===== config.mk =====
export PLATFORM = sky130hd
export DESIGN_NAME = keccak_out_serializer
export DESIGN_NICKNAME = d
export VERILOG_FILES = /design/src/rtl/keccak_out_serializer.sv
export SDC_FILE = /design/constraint.sdc
export NUM_CORES = 1
export LEC_CHECK = 0
export BUFFER_PORTS_ARGS = -buffer_cell sky130_fd_sc_hd__buf_2
export CORE_AREA = 5 5 540 542
export DETAILED_ROUTE_END_ITERATION = 10
export DIE_AREA = 0 0 545 547
export PLACE_DENSITY = 0.37
export REMOVE_ABC_BUFFERS = 1
export SLEW_MARGIN = 0
export SYNTH_ARGS = -nofsm -noshare
export SYNTH_HDL_FRONTEND = slang
export SYNTH_SLANG_ARGS = --single-unit
export TNS_END_PERCENT = 20

===== constraint.sdc =====
create_clock -name clk -period 212 [get_ports clk]
set_clock_uncertainty 0.2 [all_clocks]
set_input_delay 21.2 -clock clk [delete_from_list [all_inputs] [get_ports clk]]
set_output_delay 21.2 -clock clk [all_outputs]
set_load 0.03 [all_outputs]

===== src/rtl/keccak_out_serializer.sv =====
// keccak_out_serializer
//
// Turns the rate portion of the final Keccak state into a stream of 32-bit
// digest words for the hash-output sink. For SHAKE modes whose requested
// output is longer than one rate block, it asks the permutation core for
// another squeeze and continues from the freshly permuted state.
//
// Ports
//   clk          in   1        clock, everything on posedge
//   rst          in   1        synchronous active-high reset
//   cmode        in   3        0..3 SHA3-224/256/384/512, 4 SHAKE128, 5 SHAKE256
//   d            in   D_W      SHAKE output length in bits
//   start        in   1        pulse, state_in holds the final absorbed state
//   state_in     in   STATE_W  rate lanes 0..20, bit 0 = lane0 bit0
//   perm_req     out  1        one-cycle request for one more permutation
//   perm_done    in   1        one-cycle pulse, state_in holds permuted state
//   dt_o_hash    out  DATA_W   current digest word
//   ready        out  1        dt_o_hash is valid
//   wr_en        in   1        sink accepts the word (transfer = ready && wr_en)
//   finish_hash  out  1        digest complete, held until the next start

module keccak_out_serializer #(
    parameter int DATA_W  = 32,
    parameter int STATE_W = 1344,
    parameter int D_W     = 11
) (
    input  logic               clk,
    input  logic               rst,
    input  logic [2:0]         cmode,
    input  logic [D_W-1:0]     d,
    input  logic               start,
    input  logic [STATE_W-1:0] state_in,
    output logic               perm_req,
    input  logic               perm_done,
    output logic [DATA_W-1:0]  dt_o_hash,
    output logic               ready,
    input  logic               wr_en,
    output logic               finish_hash
);

    typedef enum logic [2:0] {
        IDLE    = 3'd0,
        EMIT    = 3'd1,
        SQ_REQ  = 3'd2,
        SQ_WAIT = 3'd3,
        DONE    = 3'd4
    } state_t;

    state_t state_q;
    state_t next_state;

    logic [STATE_W-1:0] block_q;
    logic [5:0]         n_q;
    logic [5:0]         rw_q;
    logic [5:0]         sent_q;
    logic [5:0]         idx_q;

    logic [5:0]         n_sel;
    logic [5:0]         rw_sel;
    logic               start_accept;
    logic               xfer;
    logic               perm_cap;
    logic [DATA_W-1:0]  cur_word;

    // Total word count and words-per-block for the mode offered with start.
    // SHAKE lengths are truncated to whole words, so only d[10:5] matters.
    always_comb begin
        n_sel  = 6'd0;
        rw_sel = 6'd0;
        case (cmode)
            3'd0: begin n_sel = 6'd7;  rw_sel = 6'd36; end
            3'd1: begin n_sel = 6'd8;  rw_sel = 6'd34; end
            3'd2: begin n_sel = 6'd12; rw_sel = 6'd26; end
            3'd3: begin n_sel = 6'd16; rw_sel = 6'd18; end
            3'd4: begin n_sel = 6'(d >> 5); rw_sel = 6'd42; end
            3'd5: begin n_sel = 6'(d >> 5); rw_sel = 6'd34; end
            default: begin n_sel = 6'd0; rw_sel = 6'd0; end
        endcase
    end

    // State register.
    always_ff @(posedge clk) begin
        if (rst) begin
            state_q <= IDLE;
        end else begin
            state_q <= next_state;
        end
    end

    // Next-state and output decode. Outputs are pure functions of the state,
    // which gives the one-cycle start->ready and perm_done->ready latency.
    always_comb begin
        next_state   = state_q;
        ready        = 1'b0;
        perm_req     = 1'b0;
        finish_hash  = 1'b0;
        start_accept = 1'b0;
        xfer         = 1'b0;
        perm_cap     = 1'b0;
        case (state_q)
            IDLE, DONE: begin
                finish_hash = (state_q == DONE);
                if (start) begin
                    start_accept = 1'b1;
                    next_state   = (n_sel == 6'd0) ? DONE : EMIT;
                end
            end
            EMIT: begin
                ready = 1'b1;
                if (wr_en) begin
                    xfer = 1'b1;
                    if (sent_q + 6'd1 == n_q) begin
                        next_state = DONE;
                    end else if (idx_q + 6'd1 == rw_q) begin
                        next_state = SQ_REQ;
                    end
                end
            end
            SQ_REQ: begin
                perm_req   = 1'b1;
                next_state = SQ_WAIT;
            end
            SQ_WAIT: begin
                if (perm_done) begin
                    perm_cap   = 1'b1;
                    next_state = EMIT;
                end
            end
            default: begin
                next_state = IDLE;
            end
        endcase
    end

    // Word counters and latched mode parameters.
    always_ff @(posedge clk) begin
        if (rst) begin
            n_q    <= 6'd0;
            rw_q   <= 6'd0;
            sent_q <= 6'd0;
            idx_q  <= 6'd0;
        end else if (start_accept) begin
            n_q    <= n_sel;
            rw_q   <= rw_sel;
            sent_q <= 6'd0;
            idx_q  <= 6'd0;
        end else if (xfer) begin
            sent_q <= sent_q + 6'd1;
            idx_q  <= idx_q + 6'd1;
        end else if (perm_cap) begin
            idx_q  <= 6'd0;
        end
    end

    // Captured rate block. Left unreset: it is only observable while in EMIT,
    // which can only be reached through a capture.
    always_ff @(posedge clk) begin
        if (start_accept || perm_cap) begin
            block_q <= state_in;
        end
    end

    // Select word idx and byte-swap it so state byte 0 leads on the bus.
    always_comb begin
        cur_word  = block_q[idx_q*DATA_W +: DATA_W];
        dt_o_hash = '0;
        if (ready) begin
            dt_o_hash = {cur_word[7:0], cur_word[15:8], cur_word[23:16], cur_word[31:24]};
        end
    end

endmodule


Word level (Yosys, flattened, before mapping)
Cells that the tools add are included.
Operators by class
  $add $sub $neg: 2
  mux-type cells: 21
  equality and inequality tests: 15
  reduce and logical (&&, ||, !) cells: 10
  shift-type cells: 1
Operators by type and width (count)
  1344-bit by 12-bit variable part select with 32-bit output: 1
  6-bit case mux with 5 select lines: 2
  32-bit two-way mux: 1
  3-bit two-way mux: 6
  6-bit by 1-bit adder with 6-bit output (second input constant): 2
  3-bit by 2-bit equality test with 1-bit output (second input constant): 4
  6-bit equality test: 2
  6-bit two-way mux: 2
  3-bit case mux with 4 select lines: 1
  3-bit equality test (second input constant): 3
  1-bit two-way mux: 9
  2-bit OR reduction: 4
  3-bit by 1-bit equality test with 1-bit output (second input constant): 2
  3-bit zero test: 2
  6-bit zero test: 1
  2-bit != test (second input constant): 3
  4-bit AND reduction: 1
  3-bit != test (second input constant): 1
  2-bit nonzero test: 1
  1-bit logical OR: 1
Word-level totals
  output and inout port bits: 35
  register bits: 1371
  bits of input ports: 1363

Longest topological paths before layout
  depth in word-level cells: 7
  gate-level depth with buffers: 12
  depth with buffers taken out: 7

Worst setup path before layout
Ideal clock, no wire load.
  path type: input port to flip-flop
  start point: in perm_done
  end point: reg block_q[0] (enable)
  arrival: 114591 ps
  cell stages on the path: 2
  setup slack: 92285 ps
  path buffers: 0
  path through: nand2_1 -> o21ai_0
Between the ends
  longest elaborated chain between the ends: 3
Ends and longest elaborated chain
  start, declared: RTL line 34  | input logic perm_done,
  1-bit two-way mux: RTL line 124  | if (perm_done) begin
  1-bit two-way mux: RTL line 100  | case (state_q)
  1-bit logical OR: RTL line 158  | if (start_accept || perm_cap) begin
  end signal, assigned: RTL line 159  | block_q <= state_in;
  end, declared: RTL line 52  | logic [STATE_W-1:0] block_q;
Every way passes these cells.
A chain may end at the register's enable or synchronous reset.

Worst setup path after layout
  start point: reg idx_q[0]
  end point: out dt_o_hash[14]
Between the ends
  longest elaborated chain between the ends: 2
Ends and longest elaborated chain
  start, declared: RTL line 56  | logic [5:0] idx_q;
  start signal, assigned: RTL line 149  | idx_q <= idx_q + 6'd1;
  1344-bit by 12-bit variable part select with 32-bit output: RTL line 165  | cur_word = block_q[idx_q*DATA_W +: DATA_W];
  32-bit two-way mux: RTL line 167  | if (ready) begin
  end, declared: RTL line 35  | output logic [DATA_W-1:0] dt_o_hash,
Every way passes these cells.

==> results_dict.tcl <==
set metrics [dict create \
    outcome "finished clean" \
    synth_cells 2537 \
    hp-class "register to register" \
    die_y_um 547 \
    dpl-instance-area_mm2 0.0644 \
    ys_ff_latch 1370 \
    grt_overflow 0 \
    vias 32300 \
    final.setup.worst_slack_ns 184.87 \
    grt_pass1_wl_mm 309 \
    yosysTopAreaCellShare_pct 76.5 \
    worst_slew_pin_slew_ns 1.24 \
    cts_setup_buffers 0 \
    cts_sinks 1370 \
    fin_util_pct 24.5 \
    synth.avg_cell_area_um2 20.8 \
    synth_edf_count 1344 \
    drive_above_1_share_pct 48.1 \
    grt_pass1_vias 34300 \
    rows 197 \
    synth_seq_area_share_pct 77.5 \
    drtPass1Iterations 5 \
    cts_tree "yes" \
    async_flop_share_pct 0 \
    arrival_ns 5.73 \
    clk_path_buf_depth 4 \
    io_pins 1398 \
    antenna_found_initial 341 \
    fill_cells 29900 \
    finalCritPeriodShare_pct 12.8 \
    max_freq_mhz 36.9 \
    setup_tns_ns 0 \
    leakage_nw 24.4 \
    slew_headroom_pct 17.3 \
    cts_resized 0 \
    start_util_pct 18.4 \
    antenna_left 0 \
    wirelength_mm 239 \
    yosysMostFrequentCell "edfxtp_1" \
    first_iter_violations 2539 \
    vias_per_cell 3.99 \
    grt_use_total_pct 15.3 \
    yosysTopAreaCell "edfxtp_1" \
    fp.dieArea_mm2 0.298 \
    netlist_top_cells_count "1344 x edfxtp_1, 278 x mux4_2, 158 x mux2i_1" \
    ir_drop_mv 0.00536 \
    nNetsFinal 5389 \
    portBuffers 1392 \
    hold_viol 0 \
    ys.warnings.count 0 \
    synth_ff_type "edfxtp_1" \
    dp_slack_ns 185.44 \
    worstSkewPairLatency_ns 0.79 \
    globalplace.congestion 0.780 \
    drv_slew 0 \
    synth_area_leaders "edfxtp_1 76%, mux4_2 12%, mux2i_1 3.0%, dfxtp_1 0.99%, nor2_1 0.83%" \
    grt_start_max_net_pins 163 \
    maxCapViolations 0 \
    syn_area_mm2 0.0528 \
    end_kind "output pin" \
    min_from "rw_q[1]" \
    worst-path-max-fanout 59 \
    layout_min_cycle_time_ns 27.13 \
    cts-buffers-inserted 171 \
    required_ns 190.60 \
    postLayoutCellArea_mm2 0.0702 \
    r2r-start "state_q[1]" \
    p_per_area_mw_per_mm2 9.48 \
    setup_viol 0 \
    dp_hpwl_mm 180 \
    worstSetupPathType "register to output pin" \
    die_w_um 545 \
    cts-hold-fix-buffers 0 \
    areaGrowthSynthToFinish_pct 33.0 \
    synth.distinct_cells 54 \
    drc 0 \
    htree_num_levels 4 \
    cts_root_buf "clkbuf_16" \
    clk_pin_slew_ns 0.06 \
    avgRoutedWirePerCell_um 29.6 \
    crit_path_start "idx_q[0]" \
    rsz0062_at_grt "no" \
    crit_path_start_kind "register" \
    core_mm2 0.286 \
]
-- cell type report --
cell class,count,area [um2],share of cell area [%]
Antenna cell,157,393,0.560
Timing Repair Buffer,1457,7540,10.7
Sequential cell,1370,40900,58.3
Clock buffer,206,4520,6.44
Multi-Input combinational cell,1020,11200,15.9
Tap cell,3781,4730,6.74
Clock inverter,93,898,1.28
Inverter,4,20.0,0.0285
-- kinds of logic after synthesis --
logic type	count (synthesis)	synth area share, %
DFF	1370	77.5
muxes	441	15.0
adders and majority gates	2	0.0474
AOI/OAI and AO/OA	288	3.55
and+or+nand+nor	271	2.20
xor gates and xnor gates	18	0.299
buffers and inverters	147	1.48
-- sequential cells by signal (all words and copies together) (netlist names) --
signal and count:
block_q 1344, state_q 3, sent_q 6, n_q 6
rw_q 5, idx_q 6
-- placed cells by master, fill, tap and decap left out, types with 62 or more instances in the layout --
master	count
diode_2	157
mux4_2	278
o21ai_0	62
nor2_1	115
mux2i_1	158
clkbuf_16	176
a21oi_1	81
edfxtp_1	1344
buf_2	1392
nand2_1	94
-- worst max-delay path: stages (launching register included) --
cell and delay, ns:
dfxtp_4 0.55, buf_12 0.41, buf_4 0.67, buf_12 0.44
buf_4 0.68, mux4_2 0.61, mux2i_1 0.20, nor2_1 0.06
a2111oi_0 0.61, o22ai_1 0.19, buf_2 0.22
-- routing by layer --
metal  share of wire (%)  GRT usage, %
met1                  38          17.8
met2                  48          25.9
met3                 9.7          5.91
met4                 3.2          4.84
met5                0.49             0
-- stage by stage --
stage | hold slack, ns | cells | total power [mW]
2_1_floorplan | 0.231 | 2394 | 0.450
3_3_place_gp | 0.261 | 7632 | 0.382
3_5_place_dp | 0.260 | 7632 | 0.383
4_1_cts | 0.268 | 7931 | 0.678
5_1_grt | 0.316 | 7996 | 0.691
6_report | 0.268 | 8088 | 0.665
-- where the power goes --
part	switching [mW]	internal [mW]
Clock	0.119	0.170
Sequential	0.00657	0.322
Combinational	0.0263	0.0205
-- final timing paths --
kind | cells after the start | slack [ns] | endpoint
max reg2reg | 8 | 206.08 | block_q[10]
min reg2reg | 2 | 0.27 | rw_q[1]
min | 2 | 0.27 | rw_q[1]
max | 10 | 184.87 | dt_o_hash[14]
No activity file was read; power rests on OpenSTA's default activity.
